## src/rtl/sixteen_bit_down_timer.sv

```systemverilog
// sixteen_bit_down_timer
//
// Programmable down-counting timer. It accepts a cycle count, counts it down
// to zero once started, and flags expiry with a one-cycle pulse. It shares a
// clock domain with the free-running up-counter.
//
// Optional build macro: DOWN_TIMER_AUTO_RELOAD_EN
//   Defined:   the terminal edge in RUN reloads the last accepted value and
//              the timer keeps running, which gives a periodic tick. A zero
//              reload value still finishes in DONE.
//   Undefined: single-shot operation.
//
// Ports
//   clk         in   rising-edge clock
//   reset       in   asynchronous active-high reset
//   load_valid  in   load request
//   load_ready  out  load can be accepted (every state except RUN)
//   load_value  in   cycles to count, WIDTH bits
//   start       in   begin counting the loaded value (ARMED only)
//   pause       in   hold the count while in RUN
//   abort       in   cancel and return to IDLE; highest priority
//   count       out  remaining count (registered), WIDTH bits
//   busy        out  high while in RUN
//   expired     out  one-cycle pulse on terminal count (registered)
//   done        out  level, high in DONE until the next load or abort
module sixteen_bit_down_timer #(
   parameter int unsigned WIDTH = 16
) (
   input  logic             clk,
   input  logic             reset,
   input  logic             load_valid,
   output logic             load_ready,
   input  logic [WIDTH-1:0] load_value,
   input  logic             start,
   input  logic             pause,
   input  logic             abort,
   output logic [WIDTH-1:0] count,
   output logic             busy,
   output logic             expired,
   output logic             done
);

   typedef enum logic [1:0] {StIdle, StArmed, StRun, StDone} state_e;

   state_e           state_q, state_d;
   logic [WIDTH-1:0] count_q, count_d;
   logic [WIDTH-1:0] reload_q, reload_d;
   logic             expired_q, expired_d;
   logic             done_q, done_d;
   logic             load_acc;

   assign load_ready = (state_q != StRun);
   assign load_acc   = load_valid && load_ready;

   always_ff @(posedge clk or posedge reset) begin
      if (reset) begin
         state_q   <= StIdle;
         count_q   <= '0;
         reload_q  <= '0;
         expired_q <= 1'b0;
         done_q    <= 1'b0;
      end else begin
         state_q   <= state_d;
         count_q   <= count_d;
         reload_q  <= reload_d;
         expired_q <= expired_d;
         done_q    <= done_d;
      end
   end

   always_comb begin
      state_d   = state_q;
      count_d   = count_q;
      reload_d  = reload_q;
      expired_d = 1'b0;
      done_d    = done_q;

      if (abort) begin
         // Abort keeps reload so a later auto-reload run is unaffected.
         state_d = StIdle;
         count_d = '0;
         done_d  = 1'b0;
      end else if (load_acc) begin
         // A load beats a simultaneous start; the start is dropped.
         count_d  = load_value;
         reload_d = load_value;
         state_d  = StArmed;
         done_d   = 1'b0;
      end else begin
         unique case (state_q)
            StArmed: begin
               if (start) begin
                  if (count_q == '0) begin
                     state_d   = StDone;
                     expired_d = 1'b1;
                     done_d    = 1'b1;
                  end else begin
                     state_d = StRun;
                  end
               end
            end
            StRun: begin
               if (!pause) begin
                  // The terminal check is at 1, so the count never wraps.
                  if (count_q == WIDTH'(1)) begin
                     expired_d = 1'b1;
`ifdef DOWN_TIMER_AUTO_RELOAD_EN
                     if (reload_q != '0) begin
                        count_d = reload_q;
                     end else begin
                        count_d = '0;
                        state_d = StDone;
                        done_d  = 1'b1;
                     end
`else
                     count_d = '0;
                     state_d = StDone;
                     done_d  = 1'b1;
`endif
                  end else begin
                     count_d = count_q - WIDTH'(1);
                  end
               end
            end
            StIdle, StDone: ;
            default: ;
         endcase
      end
   end

`ifndef DOWN_TIMER_AUTO_RELOAD_EN
   // The single-shot build never reads the reload register.
   logic unused_reload;
   assign unused_reload = ^reload_q;
`endif

   assign count   = count_q;
   assign busy    = (state_q == StRun);
   assign expired = expired_q;
   assign done    = done_q;

endmodule

```

## config.mk

```make
export PLATFORM = sky130hd
export DESIGN_NAME = sixteen_bit_down_timer
export DESIGN_NICKNAME = d
export VERILOG_FILES = /design/src/rtl/sixteen_bit_down_timer.sv
export SDC_FILE = /design/constraint.sdc
export NUM_CORES = 1
export LEC_CHECK = 0
export BUFFER_PORTS_ARGS = -buffer_cell sky130_fd_sc_hd__buf_2
export CAP_MARGIN = 20
export CORE_ASPECT_RATIO = 1.5
export CORE_MARGIN = 8
export CORE_UTILIZATION = 45
export CTS_CLUSTER_SIZE = 16
export DETAILED_ROUTE_END_ITERATION = 16
export HOLD_SLACK_MARGIN = 0.06
export PLACE_DENSITY = 0.72
export SLEW_MARGIN = 20
export SYNTH_ARGS = -nofsm -noshare
export SYNTH_HDL_FRONTEND = slang
export SYNTH_SLANG_ARGS = --single-unit
```

## constraint.sdc

```tcl
create_clock -name clk -period 2.8 [get_ports clk]
set_input_delay 0.28 -clock clk [delete_from_list [all_inputs] [get_ports clk]]
set_output_delay 0.28 -clock clk [all_outputs]
set_load 0.02 [all_outputs]
```

==> impl_metrics.py <==
metrics = {
    "global_route": {
        "gr-usage-all-layers": 0.172,
        "grt_pass1_vias": 1434,
        "grt_overflow": 0,
        "grt_pass1_wl_um": 6710,
        "antenna_found_initial": 0,
        "grt_start_max_net_pins": 21,
    },
    "floorplan": {
        "dieArea_um2": 5010,
        "fp.dieW_um": 60.5,
        "rows": 24,
        "core-area_um2": 2880,
        "start_util": 0.464,
        "ios": 42,
        "die_h_um": 82.8,
    },
    "clock_tree": {
        "cts_setup_buffers": 0,
        "clk_pin_slew_ps": 80,
        "clock_path_buffers": 2,
        "postCtsResizedCells": 0,
        "numCtsBuffers": 3,
        "hold_buffers": 0,
        "cts_sinks": 20,
        "clk_latency_ps": 260,
        "cts_max_level": 1,
        "cts_tree": "done",
        "root_buffer": "clkbuf_8",
    },
    "worst_setup_path": {
        "start_kind": "flop",
        "critPathSlowestCell": "or4_1",
        "arrival_ps": 2740,
        "crit_type": "flop to flop",
        "crit_path_max_fanout": 10,
        "crit_top_cell": "or4_4",
        "cp.required_ps": 2990,
        "path_cells": "or4_4, or4_1, or4_4, o31a_1, o21ai_1",
        "max_stage_delay_ps": 640,
        "endpoint_kind": "flop",
    },
    "drt": {
        "vias": 1443,
        "wl_per_cell_um": 17.1,
        "routed_wl_um": 4050,
        "drc": 0,
        "via_per_inst": 6.09,
        "drtIter0Drc": 91,
        "ant_nets": 0,
        "dr.pass1.iters": 4,
    },
    "logic_synthesis": {
        "seq_area_frac_synth": 0.374,
        "ys_ff_latch": 20,
        "syn-num-nets": 183,
        "syn_inst": 156,
        "synth_warnings": 0,
        "syn_area_per_cell_um2": 8.57,
        "netlist_top_cells_area": "dfrtp_1 (37%), nand2_1 (4.8%), ha_1 (4.7%)",
        "synth_edf_count": 0,
        "netlist.top_cell.by_area": "dfrtp_1",
        "synthTopCellsByCount": "dfrtp_1 (20), nand2_1 (17), nor3_1 (11), o21ai_0 (10)",
        "synth_area_um2": 1340,
        "synth_top_cell_area_share": 0.374,
        "synth-async-reset-ratio": 1.00,
        "post-synth-top-count-cell": "dfrtp_1",
        "synthDistinctLibCells": 45,
        "synthFlopType": "dfrtp_1",
    },
    "place": {
        "placed_cells": 233,
        "gp_congestion": 0.898,
        "hpwlAfterDp_um": 3160,
        "dpl_worst_slack_ps": 297,
        "dpl_cell_area_um2": 1590,
        "io_buffers": 41,
    },
    "final_layout": {
        "areaGrowthSynthToFinish_pct": 24.5,
        "multi_input_area_um2": 764,
        "fin_util": 0.578,
        "design_area_um2": 1670,
        "nets": 226,
        "regArea_um2": 500,
        "num-fill-cells": 292,
        "instances_no_fill": 237,
        "drive_gt1_frac": 0.283,
        "antenna_cells": 0,
    },
    "sta": {
        "slew_viol_final": 0,
        "min_period_ps": 2550,
        "finalHoldViolCount": 0,
        "fmax_ghz": 0.392,
        "rsz0062_at_grt": "no",
        "layout_setup_ws_ps": 250,
        "hold_slack_ps": 153,
        "finalClockSkew_ps": 2.92,
        "setup_viol": 0,
        "slew_headroom": 0.435,
        "final.setup.tns_ps": 0,
        "tightest_slew_ps": 840,
        "fin_crit_sh": 0.911,
    },
    "run": {
        "maxCapViolCount": 0,
    },
    "pwr": {
        "power.density_nw_per_um2": 606,
        "power_leakage_nw": 0.782,
        "finalPower_mw": 1.01,
        "peakVddDrop_v": 0.000290,
    },
    "run_status": {
        "status": "completed",
    },
    "hold_path": {
        "hold_path.class": "input pin to asynchronous set/reset pin",
    },
}
[state kept, by name, summed over array words and instances, names as in the netlist]
name and flops:
done 1, state_q 2, count 16, expired 1
[routing by layer]
layer  track usage  up-vias  share of wire
met5             0        -              0
met4        0.0703        0          0.017
met3        0.0293        8          0.068
met2         0.305       63           0.52
met1         0.197      693           0.40
li1              -      679              -
[placed cells by master (no fill, tap or decap), types with 3 or more instances in the layout]
cell type	synthesis	final
or3_1	3	3
inv_1	8	8
o211ai_1	6	6
nor4_1	8	8
a22oi_1	7	7
nand2_1	17	17
nor3_1	11	11
dfrtp_1	20	20
ha_1	5	5
buf_4	0	6
nor2b_1	4	4
o21ai_0	10	10
clkbuf_8	0	3
buf_2	1	41
nor2_1	7	7
[path summary, 6_finish.rpt]
kind / start / to / slack (ps) / cells after the start
max: count[4]$_DFFE_PP0P_ / count[11]$_DFFE_PP0P_ / 250 / 5
min: reset / expired$_DFF_PP0_ / 150 / 2
max reg2reg: count[4]$_DFFE_PP0P_ / count[11]$_DFFE_PP0P_ / 250 / 5
min reg2reg: done$_DFFE_PP0P_ / done$_DFFE_PP0P_ / 490 / 1
max in group asynchronous: reset / count[0]$_DFFE_PP0P_ / 2160 / 2
min in group clk: load_value[14] / count[14]$_DFFE_PP0P_ / 230 / 3
[worst max-delay path, delay by kind of cell, from the launching register on]
kind | cells | cell delay (ps)
AOI/OAI and AO/OA | 2 | 320
DFF | 1 | 480
and+or+nand+nor | 3 | 1670
[layout make-up]
class	instances	area share
clock buffers	3	0.0248
clock inverters	1	0.0180
inverters	8	0.0180
multi-input cells	119	0.459
flip-flops and latches	20	0.301
well taps	39	0.0293
repair buffers	47	0.150
[power breakdown]
group	internal (mW)	switching, mW
sequential	0.321	0.0508
combinational	0.138	0.209
clock	0.191	0.0986
total	0.650	0.358
[logic make-up (layout without fill, tap and decap cells)]
group,after synthesis,after routing,synth area share
xor+xnor,2,2,0.0131
simple gates,68,68,0.281
fa+ha+maj,5,5,0.0468
compound gates,44,44,0.231
flops,20,20,0.374
buf+inv,17,59,0.0543
No activity file was read; power rests on OpenSTA's default activity.
